===== config.mk =====
export PLATFORM = sky130hd
export DESIGN_NAME = mem_arbiter
export DESIGN_NICKNAME = d
export VERILOG_FILES = /design/src/rtl/mem_arb_pkg.sv /design/src/rtl/mem_arb_timer.sv /design/src/rtl/mem_arbiter.sv
export SDC_FILE = /design/constraint.sdc
export NUM_CORES = 1
export LEC_CHECK = 0
export CORE_UTILIZATION = 35
export DETAILED_ROUTE_END_ITERATION = 10
export GPL_TIMING_DRIVEN = 0
export PLACE_DENSITY = 0.73
export REMOVE_ABC_BUFFERS = 1
export SYNTH_ARGS = -nofsm -noshare
export SYNTH_HDL_FRONTEND = slang
export SYNTH_SLANG_ARGS = --single-unit
export TNS_END_PERCENT = 30

===== constraint.sdc =====
create_clock -name clk -period 3.51 [get_ports clk]
set_input_delay 0.351 -clock clk [delete_from_list [all_inputs] [get_ports clk]]
set_output_delay 0.351 -clock clk [all_outputs]
set_load 0.1 [all_outputs]

===== src/rtl/mem_arb_pkg.sv =====
// Shared types and constants for the loader/core memory arbiter.
// Optional feature macro: ARB_ROUND_ROBIN_EN (see mem_arbiter.sv).
package mem_arb_pkg;

  localparam int unsigned DEF_AW = 32;
  localparam int unsigned DEF_DW = 32;
  localparam int unsigned CNT_W  = 8;

  typedef enum logic [1:0] {
    IDLE   = 2'd0,
    ACCESS = 2'd1,
    RESP   = 2'd2
  } arb_state_e;

  localparam logic MST_LD  = 1'b0;
  localparam logic MST_ARM = 1'b1;

  // Access-type bits latched at grant and forwarded to the RAM.
  typedef struct packed {
    logic we;
    logic oe;
  } ram_ctl_t;

endpackage


===== src/rtl/mem_arb_timer.sv =====
// Access timeout counter: cleared at grant, counts stalled ACCESS cycles.
module mem_arb_timer
  import mem_arb_pkg::*;
#(
  parameter int unsigned TIMEOUT = 255
) (
  input  logic clk,
  input  logic rst,
  input  logic clr,
  input  logic en,
  output logic expired_c
);

  logic [CNT_W-1:0] cnt_q, cnt_d;

  always_comb begin
    cnt_d = cnt_q;
    if (clr) begin
      cnt_d = '0;
    end else if (en) begin
      cnt_d = cnt_q + CNT_W'(1);
    end
  end

  always_ff @(posedge clk) begin
    if (rst) begin
      cnt_q <= '0;
    end else begin
      cnt_q <= cnt_d;
    end
  end

  // Expiry is flagged in the last allowed ACCESS cycle.
  assign expired_c = (cnt_q == CNT_W'(TIMEOUT - 1));

endmodule


===== src/rtl/mem_arbiter.sv =====
// Registered two-master (loader, core) to single basic_ram arbiter with timeout.
// ARB_ROUND_ROBIN_EN: alternate grants on simultaneous requests; default is loader priority.
module mem_arbiter
  import mem_arb_pkg::*;
#(
  parameter int unsigned AW      = DEF_AW,
  parameter int unsigned DW      = DEF_DW,
  parameter int unsigned TIMEOUT = 255
) (
  input  logic          clk,
  input  logic          rst,
  input  logic          ld_cs,
  input  logic          ld_we,
  input  logic          ld_oe,
  input  logic [AW-1:0] ld_addr,
  input  logic [DW-1:0] ld_d_in,
  output logic [DW-1:0] ld_d_out,
  output logic          ld_ready,
  input  logic          arm_cs,
  input  logic          arm_we,
  input  logic          arm_oe,
  input  logic [AW-1:0] arm_addr,
  input  logic [DW-1:0] arm_d_in,
  output logic [DW-1:0] arm_d_out,
  output logic          arm_ready,
  output logic          ram_cs,
  output logic          ram_we,
  output logic          ram_oe,
  output logic [AW-1:0] ram_addr,
  output logic [DW-1:0] ram_d_in,
  input  logic [DW-1:0] ram_d_out,
  input  logic          ram_ready,
  output logic          err
);

  arb_state_e    state_q, state_d;
  logic          win_q, win_d;
  logic          ram_cs_q, ram_cs_d;
  ram_ctl_t      ctl_q, ctl_d;
  logic [AW-1:0] ram_addr_q, ram_addr_d;
  logic [DW-1:0] ram_d_in_q, ram_d_in_d;
  logic [DW-1:0] ld_d_out_q, ld_d_out_d;
  logic [DW-1:0] arm_d_out_q, arm_d_out_d;
  logic          ld_ready_q, ld_ready_d;
  logic          arm_ready_q, arm_ready_d;
  logic          err_q, err_d;

  logic          grant_arm;
  logic          tmr_clr;
  logic          tmr_en;
  logic          tmr_expired;
  logic          done;
  logic          timed_out;
  logic [DW-1:0] rdata;

`ifdef ARB_ROUND_ROBIN_EN
  logic last_grant_q, last_grant_d;
`endif

  mem_arb_timer #(
    .TIMEOUT (TIMEOUT)
  ) u_timer (
    .clk       (clk),
    .rst       (rst),
    .clr       (tmr_clr),
    .en        (tmr_en),
    .expired_c (tmr_expired)
  );

  // Winner selection; only consulted in IDLE.
  always_comb begin
    grant_arm = arm_cs;
    if (ld_cs && arm_cs) begin
`ifdef ARB_ROUND_ROBIN_EN
      grant_arm = (last_grant_q == MST_LD);
`else
      grant_arm = 1'b0;
`endif
    end
  end

  always_comb begin
    state_d     = state_q;
    win_d       = win_q;
    ram_cs_d    = ram_cs_q;
    ctl_d       = ctl_q;
    ram_addr_d  = ram_addr_q;
    ram_d_in_d  = ram_d_in_q;
    ld_d_out_d  = ld_d_out_q;
    arm_d_out_d = arm_d_out_q;
    ld_ready_d  = 1'b0;
    arm_ready_d = 1'b0;
    err_d       = err_q;
    tmr_clr     = 1'b0;
    tmr_en      = 1'b0;
    done        = 1'b0;
    timed_out   = 1'b0;
    rdata       = '0;
`ifdef ARB_ROUND_ROBIN_EN
    last_grant_d = last_grant_q;
`endif

    case (state_q)
      IDLE: begin
        if (ld_cs || arm_cs) begin
          win_d      = grant_arm ? MST_ARM : MST_LD;
          ram_cs_d   = 1'b1;
          ctl_d.we   = grant_arm ? arm_we : ld_we;
          ctl_d.oe   = grant_arm ? arm_oe : ld_oe;
          ram_addr_d = grant_arm ? arm_addr : ld_addr;
          ram_d_in_d = grant_arm ? arm_d_in : ld_d_in;
          tmr_clr    = 1'b1;
          state_d    = ACCESS;
`ifdef ARB_ROUND_ROBIN_EN
          last_grant_d = grant_arm ? MST_ARM : MST_LD;
`endif
        end
      end
      ACCESS: begin
        // ram_ready takes precedence over a coincident timeout.
        if (ram_ready) begin
          done  = 1'b1;
          rdata = ctl_q.we ? '0 : ram_d_out;
          err_d = 1'b0;
        end else if (tmr_expired) begin
          done      = 1'b1;
          timed_out = 1'b1;
          err_d     = 1'b1;
        end else begin
          tmr_en = 1'b1;
        end
        if (done) begin
          ram_cs_d = 1'b0;
          state_d  = RESP;
          if (win_q == MST_ARM) begin
            arm_d_out_d = timed_out ? '0 : rdata;
            arm_ready_d = 1'b1;
          end else begin
            ld_d_out_d = timed_out ? '0 : rdata;
            ld_ready_d = 1'b1;
          end
        end
      end
      RESP: begin
        state_d = IDLE;
      end
      default: begin
        state_d  = IDLE;
        ram_cs_d = 1'b0;
      end
    endcase
  end

  always_ff @(posedge clk) begin
    if (rst) begin
      state_q     <= IDLE;
      win_q       <= MST_LD;
      ram_cs_q    <= 1'b0;
      ctl_q       <= '0;
      ram_addr_q  <= '0;
      ram_d_in_q  <= '0;
      ld_d_out_q  <= '0;
      arm_d_out_q <= '0;
      ld_ready_q  <= 1'b0;
      arm_ready_q <= 1'b0;
      err_q       <= 1'b0;
    end else begin
      state_q     <= state_d;
      win_q       <= win_d;
      ram_cs_q    <= ram_cs_d;
      ctl_q       <= ctl_d;
      ram_addr_q  <= ram_addr_d;
      ram_d_in_q  <= ram_d_in_d;
      ld_d_out_q  <= ld_d_out_d;
      arm_d_out_q <= arm_d_out_d;
      ld_ready_q  <= ld_ready_d;
      arm_ready_q <= arm_ready_d;
      err_q       <= err_d;
    end
  end

`ifdef ARB_ROUND_ROBIN_EN
  always_ff @(posedge clk) begin
    if (rst) begin
      last_grant_q <= MST_ARM;
    end else begin
      last_grant_q <= last_grant_d;
    end
  end
`endif

  assign ld_d_out  = ld_d_out_q;
  assign ld_ready  = ld_ready_q;
  assign arm_d_out = arm_d_out_q;
  assign arm_ready = arm_ready_q;
  assign ram_cs    = ram_cs_q;
  assign ram_we    = ctl_q.we;
  assign ram_oe    = ctl_q.oe;
  assign ram_addr  = ram_addr_q;
  assign ram_d_in  = ram_d_in_q;
  assign err       = err_q;

endmodule


Word level (Yosys, flattened, before mapping). Index checks and enable logic that the tools add are counted. W data, S select, Z words.

Add/subtract/negate cells: 1. Equality and inequality tests: 5. Multiplexer cells: 29. Bitwise logic cells: 4. Reductions and logical operators: 12.

Operators with widths (count): $mux W32 (5); $mux W1 (20); $reduce_and A3 Y1 (3); $add A8 B1 Y8 const B (1); $eq A8 B8 Y1 const B (1); $reduce_and A2 Y1 (3); $mux W2 (2); $ne A2 B2 Y1 const B (2); $not A1 Y1 (4); $pmux W2 S2 (1); $pmux W1 S3 (1); $reduce_or A3 Y1 (1); $eq A2 B1 Y1 const B (1); $eq A2 B2 Y1 const B (1); $logic_not A2 Y1 (1); $reduce_bool A2 Y1 (1); $reduce_or A2 Y1 (1); $logic_and A1 B1 Y1 (1); $logic_or A1 B1 Y1 (1).

Bits in registers: 145. Input port bits: 169. Output and inout bits: 134. Word-level logic and storage cells: 64.

Longest topological paths before layout.
Word-level depth: 6. Depth in mapped cells: 7. Depth with buffers taken out: 5.

Cells and area by module. From an unflattened synthesis, not the netlist that was laid out.

Cell total of the unflattened synthesis: 689. Area, all modules: 6382.4 um^2.

Modules (own cells, without submodules): mem_arbiter (times used 1, cells an instance 647, area each 6014.5 um^2); mem_arb_timer (times used 1, cells an instance 42, area each 367.9 um^2).

Least setup slack after synthesis. Ideal clock, no wire load.

Kind: reg2reg. Start point: register ctl_q, in the netlist ram_we. End point: register arm_d_out_q[30], in the netlist arm_d_out[30]. Setup time: 137 ps. Arrival: 1694 ps. Required time: 3373 ps. Setup slack: 1678 ps. Cell stages (with the launch flop): 7. Period minus slack after synthesis: 1832 ps. Cells stage by stage: dfxtp_1 nor2b_1 buf_2 buf_6 buf_4 a31oi_1 a311oi_1.

Word-level cells in the longest chain between the ends: 3.

RTL lines: start, declared (RTL line mem_arbiter.sv:39) `ram_ctl_t ctl_q, ctl_d;`; start signal, assigned (RTL line mem_arbiter.sv:171) `ctl_q <= ctl_d;`; $mux W32 (RTL line mem_arbiter.sv:123) `rdata = ctl_q.we ? '0 : ram_d_out;`; $mux W32 (RTL line mem_arbiter.sv:121) `if (ram_ready) begin`; $mux W32 (RTL line mem_arbiter.sv:136) `arm_d_out_d = timed_out ? '0 : rdata;`; end signal, assigned (RTL line mem_arbiter.sv:175) `arm_d_out_q <= arm_d_out_d;`; end, declared (RTL line mem_arbiter.sv:43) `logic [DW-1:0] arm_d_out_q, arm_d_out_d;`.

Every way passes these cells. A chain may end at the register's enable or synchronous reset.

Final worst setup path.
Start point: register ram_d_in_q[2], in the netlist ram_d_in[2]. End point: output ram_d_in[2].

RTL lines: start, declared (RTL line mem_arbiter.sv:41) `logic [DW-1:0] ram_d_in_q, ram_d_in_d;`; start signal, assigned (RTL line mem_arbiter.sv:173) `ram_d_in_q <= ram_d_in_d;`; end, declared (RTL line mem_arbiter.sv:30) `output logic [DW-1:0] ram_d_in,`.

No word-level cell between the ends.

==> results.cfg <==
[outcome]
run_status = complete, no violations

[place]
dp_cells = 1117
place.detailed.hpwl_um = 14970
io_buffers = 302
place_ws_ns = 1.106
globalplace.congestion = 0.8360
placed_area_um2 = 9584

[grt]
grt-ovfl-total = 0
grt_pass1_wl_um = 32550
grt_start_max_net_pins = 78
groute.usage.overall_pct = 22.69
antenna_violations_before_repair = 0
number_of_global_route_vias_before_repair = 5944

[routing]
route.final.wire_length_um = 21220
drt-pass1-iter-count = 5
postRouteAntennaNets = 0
remaining_drc_errors = 0
drtIter0Drc = 340
wl_per_cell_um = 18.47
per_cell_via_count_in_the_routed_design = 5.543
route.vias.total = 6369

[clock_network]
clk_pin_slew_ns = 0.06
tritoncts_num_sinks = 145
tritoncts.num_buffers = 17
h_tree_levels = 4
cts_buffer_depth = 2
post_cts_resized = 0
clock_network_latency_to_the_later_pin_of_the_worst_skew_pair_ns = 0.42
clk_root_buffer_cell = sky130_fd_sc_hd__clkbuf_16
hold_fix_buffers_at_cts = 0
cts_tree = built
cts_setup_buffers = 0

[sta]
report.final.hold_viol_count = 0
fin_crit_ns = 2.324
clock-skew-final_ns = 0.008880
grt_setup_unrepaired = no
max_slew.worst_pin.slew_ns = 1.093
slew_headroom_pct = 26.92
timing.final.ws_setup_ns = 1.186
final_min_period_over_clock_period_pct = 66.22
timing.final.max_slew_violations = 0
setup_viol = 0
fmaxAchievable_mhz = 430.2

[synth]
synth.top_cell.area_share_pct = 45.41
synth_area_per_cell_um2 = 9.834
synth_cell_types = 42
post-synth-top-area-cell = sky130_fd_sc_hd__dfxtp_1
instance_count_of_the_mapped_netlist = 650
ys.warnings.count = 0
synth_seq_area_share_pct = 45.41
synth_area_um2 = 6392
async_flop_share_pct = 0
synth_area_leaders = sky130_fd_sc_hd__dfxtp_1 (45%), sky130_fd_sc_hd__mux2i_1 (11%), sky130_fd_sc_hd__a311oi_1 (8.8%), sky130_fd_sc_hd__a211oi_1 (8.3%), sky130_fd_sc_hd__a31oi_1 (6.3%)
yosys_register_bits = 145
synth-edff-count = 0
ys_dominant_reg_cell = sky130_fd_sc_hd__dfxtp_1

[cells_and_area]
layout_commonest_cell = sky130_fd_sc_hd__clkdlybuf4s50_1
final_net_count = 1078
n_antenna_cell = 0
final_cell_area_um2 = 10210
final_layout_size_suffix_gt1_share_pct = 6.196
mostFrequentLayoutCells = sky130_fd_sc_hd__clkdlybuf4s50_1 (301), sky130_fd_sc_hd__dfxtp_1 (145), sky130_fd_sc_hd__a21oi_1 (72)
post_layout_nonfiller_instances = 1149
fillCellCount = 1644
area_growth_pct = 59.76
final_core_util_pct = 57.05

[power]
p_switching_mw = 1.973
seqPwrFrac_pct = 33.3
clkPwrFrac_pct = 35.2
power_switching_share_pct = 36.05
power.combinational.fraction_pct = 31.5
p_leak_nw = 3.781
vdd_ir_drop_max_mv = 0.3251
power.density_cell_area_nw_per_um2 = 535.7
totalPowerFinal_mw = 5.471
internal_power_mw = 3.499

[worst_setup_path]
timing.critical_path.cells = clkdlybuf4s50_1
start_kind = flip-flop
launch_point_of_the_critical_path = ram_d_in[2]$_SDFFE_PP0P_
endpoint_kind = output port
path_max_fanout = 2
timing.critical_path.slowest_stage_cell = sky130_fd_sc_hd__clkdlybuf4s50_1
worstPathRequired_ns = 3.16
cp_slowest_stage_delay_ns = 1.21
path_class = flip-flop to output port
crit_family = buffers and inverters
path_buf_inv = 1
rr_startpoint = state_q[0]$_SDFFE_PP0P_
rrSetupSlack_ns = 1.31
worstPathArrival_ns = 1.97

[floorplan]
die_area_um2 = 18810
floorplan.die.width_um = 137.1
num_rows = 49
die_y_um = 137.1
effective_utilization_at_floorplan_pct = 35.71
core_area_um2 = 17900
boundaryPins = 303

[run]
max-cap-violations = 0

[worst_hold_path]
hp-start = u_timer.cnt_q[1]$_SDFFE_PP0P_
worst_hold_path_type = flip-flop to flip-flop
-- layer usage --
layer | vias up | part of all wire [%] | track usage [%] | wire [µm]
met1 | 2997 | 42 | 27.53 | 8895
met5 | - | 0 | 0 | 0
li1 | 3108 | - | - | -
met4 | 0 | 4.0 | 11.23 | 842
met2 | 212 | 48 | 36.53 | 10280
met3 | 52 | 5.7 | 6.556 | 1202
-- logic make-up after synthesis --
family	share of synthesized area, %
AND/OR/NAND/NOR	5.011
adder cells (fa/ha/maj)	0.3914
flip-flops	45.41
buffers and inverters	6.948
multiplexers	10.96
AO/OA/AOI/OAI	31.28
-- final cells by class --
cell class                 instances  area (µm²)  share of cell area [%]
clock buffer                      19       442.9                   4.337
clock inverter                    13       185.2                   1.813
inverter                           4       15.01                  0.1470
multi-input combinational        422        3084                   30.20
sequential                       145        2903                   28.42
tap                              229       286.5                   2.806
timing repair buffer             317        3296                   32.27
-- registers in the layout, indices dropped and copies added, names as in the netlist --
register and count:
ram_we 1, ram_addr 32, ld_d_out 32, err 1, u_timer.cnt_q 8, win_q 1
state_q 2, arm_ready 1, ram_d_in 32, ram_cs 1, ld_ready 1, arm_d_out 32
ram_oe 1
-- power by group through the flow --
stage | combinational [mW] | clock (mW) | sequential [mW]
after CTS | 1.73 | 1.98 | 1.82
after global routing | 1.80 | 2.05 | 1.83
final | 1.72 | 1.93 | 1.82
after detailed placement | 1.72 | 0 | 1.85
after global placement | 1.69 | 0 | 1.85
after floorplan | 0.349 | 0 | 2.62
-- cell usage after synthesis, types with 3 or more instances --
library cell / instances
sky130_fd_sc_hd__o21ai_0: 3
sky130_fd_sc_hd__a211oi_1: 71
sky130_fd_sc_hd__dfxtp_1: 145
sky130_fd_sc_hd__nand2_1: 34
sky130_fd_sc_hd__o211ai_1: 5
sky130_fd_sc_hd__buf_6: 5
sky130_fd_sc_hd__a211o_1: 3
sky130_fd_sc_hd__a21oi_1: 72
sky130_fd_sc_hd__clkbuf_1: 30
sky130_fd_sc_hd__mux2i_1: 70
sky130_fd_sc_hd__buf_4: 16
sky130_fd_sc_hd__and4b_1: 3
sky130_fd_sc_hd__inv_1: 4
sky130_fd_sc_hd__buf_2: 28
sky130_fd_sc_hd__a31oi_1: 64
sky130_fd_sc_hd__a311oi_1: 64
-- worst paths after layout --
kind | cells after the start | to
worst max-delay path | 1 | ram_d_in[2]
worst min-delay path | 2 | u_timer.cnt_q[1]$_SDFFE_PP0P_
worst max register to register | 7 | ld_d_out[9]$_SDFFE_PP0P_
worst min register to register | 2 | u_timer.cnt_q[1]$_SDFFE_PP0P_
-- tightest hold or removal path, delay by kind of cell (launching register included) --
kind | cells | cell delay, ns
compound gates | 1 | 0.05
buf+inv | 1 | 0.06
flops | 1 | 0.34
-- per-stage QoR --
stage | setup TNS [ns] | hold slack [ns]
2_1_floorplan | -67.12 | 0.4201
3_3_place_gp | -313.13 | 0.4813
3_5_place_dp | 0 | 0.4899
4_1_cts | 0 | 0.4989
5_1_grt | 0 | 0.5295
6_report | 0 | 0.4937
Power figures use the tool's default switching activity.
